**src/rtl/margin_scan_pkg.sv**
```systemverilog
// Shared types and defaults for the margin-scan pass sequencer.
package margin_scan_pkg;

    localparam int unsigned N_MAX_DEFAULT    = 1024;
    localparam int unsigned PIPE_LAT_DEFAULT = 3;

    typedef enum logic [1:0] {
        IDLE,
        ISSUE,
        DRAIN,
        DONE
    } scan_state_e;

endpackage

```
**src/rtl/scan_delay_line.sv**
```systemverilog
// Fixed-depth shift register aligning the read strobe with data arriving at the datapath.
module scan_delay_line #(
    parameter int unsigned DEPTH = 3,
    parameter int unsigned WIDTH = 2
) (
    input  logic             clk,
    input  logic             rst_n,
    input  logic             i_clr,
    input  logic [WIDTH-1:0] i_d,
    output logic [WIDTH-1:0] o_q
);

    logic [WIDTH-1:0] r_stage [DEPTH];

    always_ff @(posedge clk) begin
        if (!rst_n || i_clr) begin
            for (int unsigned i = 0; i < DEPTH; i++) begin
                r_stage[i] <= '0;
            end
        end else begin
            r_stage[0] <= i_d;
            for (int unsigned i = 1; i < DEPTH; i++) begin
                r_stage[i] <= r_stage[i-1];
            end
        end
    end

    assign o_q = r_stage[DEPTH-1];

endmodule

```
**src/rtl/margin_scan_ctrl.sv**
```systemverilog
// Sequencer for one margin-sampling pass: issues score-memory reads, then waits
// out the memory/datapath latency before signalling completion.
module margin_scan_ctrl
    import margin_scan_pkg::*;
#(
    parameter int unsigned N_MAX      = N_MAX_DEFAULT,
    parameter int unsigned ADDR_WIDTH = 10,
    parameter int unsigned LEN_WIDTH  = 11,
    parameter int unsigned PIPE_LAT   = PIPE_LAT_DEFAULT
) (
    input  logic                  clk,
    input  logic                  rst_n,
    input  logic                  start,
    input  logic                  abort,
    input  logic [LEN_WIDTH-1:0]  len,
    input  logic                  stall,
    output logic                  rd_en,
    output logic [ADDR_WIDTH-1:0] rd_addr,
    output logic                  dp_en,
    output logic                  dp_last,
    output logic                  busy,
    output logic                  done,
    output logic                  aborted
);

    localparam int unsigned DRAIN_W = $clog2(PIPE_LAT + 1);

    scan_state_e           r_state;
    scan_state_e           w_next;
    logic [ADDR_WIDTH-1:0] r_addr;
    logic [LEN_WIDTH-1:0]  r_len_eff;
    logic [LEN_WIDTH-1:0]  w_len_eff;
    logic [DRAIN_W-1:0]    r_drain;
    logic                  r_aborted;
    logic                  w_start_acc;
    logic                  w_abort_take;
    logic                  w_last_addr;
    logic                  w_drain_end;
    logic                  w_rd_en;
    logic [1:0]            w_dp;

    assign w_len_eff    = (len > LEN_WIDTH'(N_MAX)) ? LEN_WIDTH'(N_MAX) : len;
    assign w_abort_take = abort && (r_state != IDLE);
    assign w_start_acc  = start && !abort && (r_state == IDLE);
    // Compared in LEN_WIDTH so a full N_MAX pass terminates at the top address without wrap.
    assign w_last_addr  = (LEN_WIDTH'(r_addr) == (r_len_eff - LEN_WIDTH'(1)));
    assign w_drain_end  = (r_drain == DRAIN_W'(PIPE_LAT - 1));

    always_ff @(posedge clk) begin
        if (!rst_n) begin
            r_state <= IDLE;
        end else begin
            r_state <= w_next;
        end
    end

    always_comb begin
        w_next = r_state;
        if (w_abort_take) begin
            w_next = IDLE;
        end else begin
            case (r_state)
                IDLE:  if (w_start_acc) w_next = (w_len_eff == '0) ? DONE : ISSUE;
                ISSUE: if (!stall && w_last_addr) w_next = DRAIN;
                DRAIN: if (w_drain_end) w_next = DONE;
                DONE:  w_next = IDLE;
                default: w_next = IDLE;
            endcase
        end
    end

    always_comb begin
        w_rd_en = (r_state == ISSUE) && !stall;
        busy    = (r_state != IDLE);
        done    = (r_state == DONE);
    end

    always_ff @(posedge clk) begin
        if (!rst_n) begin
            r_addr    <= '0;
            r_len_eff <= '0;
            r_drain   <= '0;
            r_aborted <= 1'b0;
        end else begin
            r_aborted <= w_abort_take;
            r_drain   <= (r_state == DRAIN && !w_abort_take) ? r_drain + DRAIN_W'(1) : '0;
            if (w_abort_take) begin
                r_addr <= '0;
            end else if (w_start_acc) begin
                r_len_eff <= w_len_eff;
                r_addr    <= '0;
            end else if (w_rd_en) begin
                r_addr <= w_last_addr ? '0 : r_addr + ADDR_WIDTH'(1);
            end
        end
    end

    scan_delay_line #(
        .DEPTH (PIPE_LAT),
        .WIDTH (2)
    ) u_delay (
        .clk   (clk),
        .rst_n (rst_n),
        .i_clr (w_abort_take),
        .i_d   ({w_rd_en, w_rd_en && w_last_addr}),
        .o_q   (w_dp)
    );

    assign rd_en   = w_rd_en;
    assign rd_addr = r_addr;
    assign dp_en   = w_dp[1];
    assign dp_last = w_dp[0];
    assign aborted = r_aborted;

endmodule
```
**config.mk**
```make
export PLATFORM = sky130hd
export DESIGN_NAME = margin_scan_ctrl
export DESIGN_NICKNAME = d
export VERILOG_FILES = /design/src/rtl/margin_scan_pkg.sv /design/src/rtl/scan_delay_line.sv /design/src/rtl/margin_scan_ctrl.sv
export SDC_FILE = /design/constraint.sdc
export NUM_CORES = 1
export LEC_CHECK = 0
export ABC_AREA = 1
export CAP_MARGIN = 10
export CORE_UTILIZATION = 31
export DETAILED_ROUTE_END_ITERATION = 10
export SYNTH_ARGS = -nofsm -noshare
export SYNTH_HDL_FRONTEND = slang
export SYNTH_SLANG_ARGS = --single-unit
```
**constraint.sdc**
```tcl
create_clock -name clk -period 5.5 [get_ports clk]
set_input_delay 1.375 -clock clk [delete_from_list [all_inputs] [get_ports clk]]
set_output_delay 1.375 -clock clk [all_outputs]
set_load 0.005 [all_outputs]
```
Word level (Yosys, flattened, before mapping)

Memory sizes are Yosys's and may differ from the RTL's.
Cells that the tools add are included.

Register bits: 26
Bits in writable memories: 6
Input port bits: 16
Output and inout port bits: 16
Word-level logic and storage cells: 56
Memories: 1

Memory list:

| memory          | depth | width | rd ports | clocked after memory_dff | write ports | line                  | text |
|---|---|---|---|---|---|---|---|
| u_delay.r_stage | 3     | 2     | 3        | 0                        | 3           | scan_delay_line.sv:13 | `logic [WIDTH-1:0] r_stage [DEPTH];` |

Add/sub/neg operators: 3
Magnitude comparators: 1
Eq/ne operators: 8
Multiplexer cells: 13
Bitwise logic cells: 5
Reduce and logical (&&, ||, !) cells: 20

Operator list:

| cell                  | number |
|---|---|
| $mux 2                | 7 |
| $eq 10x11->1          | 1 |
| $gt 11x11->1 const B  | 1 |
| $logic_not 11->1      | 1 |
| $mux 11               | 1 |
| $sub 11x1->11 const B | 1 |
| $add 10x1->10 const B | 1 |
| $mux 10               | 1 |
| $pmux 2 s4            | 1 |
| $logic_and 1x1->1     | 7 |
| $eq 2x2->1 const B    | 3 |
| $ne 2x2->1 const B    | 3 |
| $logic_not 1->1       | 4 |
| $reduce_and 2->1      | 2 |
| $mux 1                | 3 |
| $or 1x1->1            | 3 |
| $reduce_and 3->1      | 1 |
| $reduce_or 3->1       | 1 |
| $add 2x1->2 const B   | 1 |
| $eq 2x1->1 const B    | 1 |
| $logic_not 2->1       | 1 |
| $not 1->1             | 2 |
| $reduce_bool 2->1     | 1 |
| $reduce_or 2->1       | 1 |
| $logic_or 1x1->1      | 1 |

Depth between registers and ports, before layout

Word-level depth: 6
Gate-level depth with buffers: 17
Mapped depth without buffers: 17

Hierarchy

Synthesis repeated with hierarchy kept, for this count alone.

Cell total of the unflattened synthesis: 278
Area, all modules: 1873.0 sq um

By module, submodules not included:

| module           | instances | cells each | area an instance (sq um) | sequential area each (sq um) |
|---|---|---|---|---|
| margin_scan_ctrl | 1         | 256        | 1682.9                   | 520.5 |
| scan_delay_line  | 1         | 22         | 190.2                    | 120.1 |

Least setup slack after synthesis

No wires, ideal clock.

Path kind: in2out
Start: input port stall
End: output port rd_en
Arrival time: 1.584 ns
Slack: 2.541 ns
Stages: 3
Buffers on the path: 0
Path through: inv_2 nand2_2 inv_2

Longest elaborated chain between the ends: 2

Ends and longest elaborated chain:

| what               | line                   | text |
|---|---|---|
| start: declaration | margin_scan_ctrl.sv:16 | `input logic stall,` |
| $logic_not 1->1    | margin_scan_ctrl.sv:73 | `w_rd_en = (r_state == ISSUE) && !stall;` |
| $logic_and 1x1->1  | margin_scan_ctrl.sv:73 |  |
| end: declaration   | margin_scan_ctrl.sv:17 | `output logic rd_en,` |

No other way between the ends.

Final worst setup path

Same ends and word-level chain as after synthesis.

==> out/results.tsv <==
stage	metric	value	unit
status	outcome	finished, final reports clean	
floorplanning	die width	79.3	um
pwr	P_sw	0.241	mW
pwr	leak pwr	1.06	nW
cells_and_area	post-layout util	41.7	%
sta	Tmin final	3.95	ns
setup_path	kind of critical path	input pin to primary output	
hold_path	Hold Path Class	flop to flop	
cells_and_area	FILL cells	630	
setup_path	Worst setup EP type	primary output	
clock_tree	Num Clock Sinks	32	
synth	Syn. warnings	0	
sta	Worst slew margin	76.4	%
clock_tree	clock-pin slew on the worst setup and hold paths	0.07	ns
floorplanning	initial core utilization	32.8	%
global_routing	gr usage total	14.6	%
cells_and_area	leading cell type in the layout, fill and taps excluded	nand2_1	
clock_tree	CTS tree	built	
cells_and_area	layout cells sized above 1	7.98	%
floorplanning	Rows	27	
sta	Worst-Margin Slew	0.353	ns
pwr	internal power	0.472	mW
global_routing	vias in the first global route	1627	
drt	Routed Antenna Nets	0	
drt	Via Count	1744	
sta	max-slew violation count	0	
drt	DRC	0	
cells_and_area	area occupied by multi-input gates	0.00103	mm2
setup_path	crit start category	input pin	
setup_path	worst-path maximum fanout	7	
pwr	Comb pwr share	32.0	%
global_routing	total grt overflow	0	
sta	Final Hold Fails	0	
sta	Tcrit/Tclk final	71.9	%
drt	met1 wire length	2130	um
synth	flops & latches, synth	32	
floorplanning	Die Footprint	0.00628	mm2
synth	Syn Nets	312	
clock_tree	clk buf depth	2	
clock_tree	H-tree depth	2	
flow_run	Max Cap Viol	0	
clock_tree	CTS buffer count	5	
clock_tree	CTS Hold Bufs	0	
sta	Final TNS setup	0	ns
drt	initial drt markers	61	
setup_path	critical path arrival	2.58	ns
synth	Syn Std Cell Area	0.00185	mm2
placement	GPL Wtd Cong	0.877	
drt	metal2 WL	1840	um
drt	via/cell ratio	4.38	
drt	wire per inst	10.5	um
sta	Max Fclk	0.253	GHz
drt	DR top layer	met4	
floorplanning	chip height	79.3	um
pwr	Sw Share	33.8	%
global_routing	largest net degree at the start of global routing	14	
synth	Avg Inst Size Synth	6.40	um2
synth	Cells after Synth	289	
synth	sequential area share after synthesis	34.6	%
synth	Synth cell types	27	
floorplanning	IO Count	32	
cells_and_area	number of diodes	0	
cells_and_area	Sequential Area	641	um2
clock_tree	Root Buffer	clkbuf_8	
global_routing	initial antenna violation count	0	
sta	RSZ-0062 raised after global routing	no	
placement	Port Buffers	31	
sta	clock skew	0.00574	ns
floorplanning	Core ar.	0.00564	mm2
clock_tree	clk_lat worst skew	0.28	ns
setup_path	worst path required time	4.12	ns
cells_and_area	Final #Nets	348	
sta	Setup violations, final	0	
drt	WL final	4160	um
pwr	worst vdd ir	127	uV
drt	metal3 WL	126	um
global_routing	first-pass GRT wire length	7190	um
clock_tree	setup bufs post-CTS	0	
pwr	clock power share	31.2	%
drt	Initial DRT Pass Iterations	4	
placement	dpl hpwl	3280	um
pwr	Flop pwr share	36.8	%
pwr	power per cell area	303	mW/mm2
cells_and_area	commonest cells after routing, fill and taps aside	94 x nand2_1, 36 x inv_1, 36 x nor2_1	
cells_and_area	Area Overhead vs Synth	27.0	%
clock_tree	CTS resizes	0	
critical path, cell delays in order:
cell             delay (ns)
clkdlybuf4s50_1        0.42
inv_2                  0.07
nand2_2                0.07
inv_2                  0.12
clkdlybuf4s50_1        0.52
logic make-up after synthesis:
| family | after synthesis | synth area share, % |
|---|---|---|
| fa+ha+maj | 7 | 4.73 |
| simple gates | 174 | 40.9 |
| compound gates | 20 | 5.95 |
| buf+inv | 47 | 9.53 |
| xor+xnor | 9 | 4.26 |
| flops | 32 | 34.6 |
through the flow:
stage                     hold WS, ns  area, um2  total power, mW  std cells  worst slack, ns
after global routing            0.430       2350            0.765        398             1.49
after global placement          0.393       2240            0.494        390             1.57
after CTS                       0.411       2350            0.721        398             1.55
final                           0.407       2350            0.713        398             1.55
after floorplan                 0.394       1850            0.428        289             2.54
after detailed placement        0.400       2240            0.496        390             1.55
routing by layer:
layer  vias to the layer above  track usage (%)
met5                         -                0
met4                         0             5.45
met3                         5             3.56
met2                        27             23.8
met1                       757             18.6
li1                        955                -
flip-flops by register name, summed over array words and instances, names as in the netlist:
name             cells
aborted              1
rd_addr             10
u_delay.r_stage      6
r_state              2
r_len_eff           11
r_drain              2
area by class of cell:
type | count | area share [%]
Clock buffer | 6 | 3.09
Clock inverter | 2 | 1.49
Inverter | 45 | 7.18
Multi-Input combinational cell | 210 | 44.0
Sequential cell | 32 | 27.2
Tap cell | 72 | 3.83
Timing Repair Buffer | 31 | 13.2
final timing paths:
| path | to | depth (start not counted) | from | slack [ns] |
|---|---|---|---|---|
| max | rd_en | 5 | stall | 1.55 |
| min | u_delay.r_stage[0][4] | 2 | u_delay.r_stage[0][2] | 0.41 |
| max reg2reg | rd_addr[6] | 15 | r_len_eff[0] | 3.44 |
| min reg2reg | u_delay.r_stage[0][4] | 2 | u_delay.r_stage[0][2] | 0.41 |
Yosys cell counts:
master	instances	area share (%)
nand2_1	94	19
inv_1	36	7.3
nor2_1	36	7.3
dfxtp_1	32	35
nand3_1	16	4.3
a21oi_1	13	3.5
xor2_1	8	3.8
ha_1	7	4.7
inv_2	7	1.4
nor2_2	5	1.7
nand2_2	4	1.4
nor3_1	4	1.1
or2_1	4	1.4
nand3b_1	3	1.2
o21ai_0	3	0.81
clkbuf_1	2	0.41
clkinv_1	2	0.41
nand3_2	2	1.1
nand4_1	2	0.68
nor3b_1	2	0.81
a211oi_1	1	0.41
a21boi_0	1	0.41
a22oi_1	1	0.41
nor2_4	1	0.61
nor4_1	1	0.34
o31ai_1	1	0.41
xnor2_1	1	0.47
power by group through the flow:
stage | combinational, mW | sequential (mW) | clock, mW
final | 0.228 | 0.263 | 0.222
after global routing | 0.263 | 0.265 | 0.237
after CTS | 0.230 | 0.263 | 0.228
after detailed placement | 0.228 | 0.268 | 0
after global placement | 0.226 | 0.267 | 0
after floorplan | 0.164 | 0.264 | 0
No activity file was read; power rests on OpenSTA's default activity.
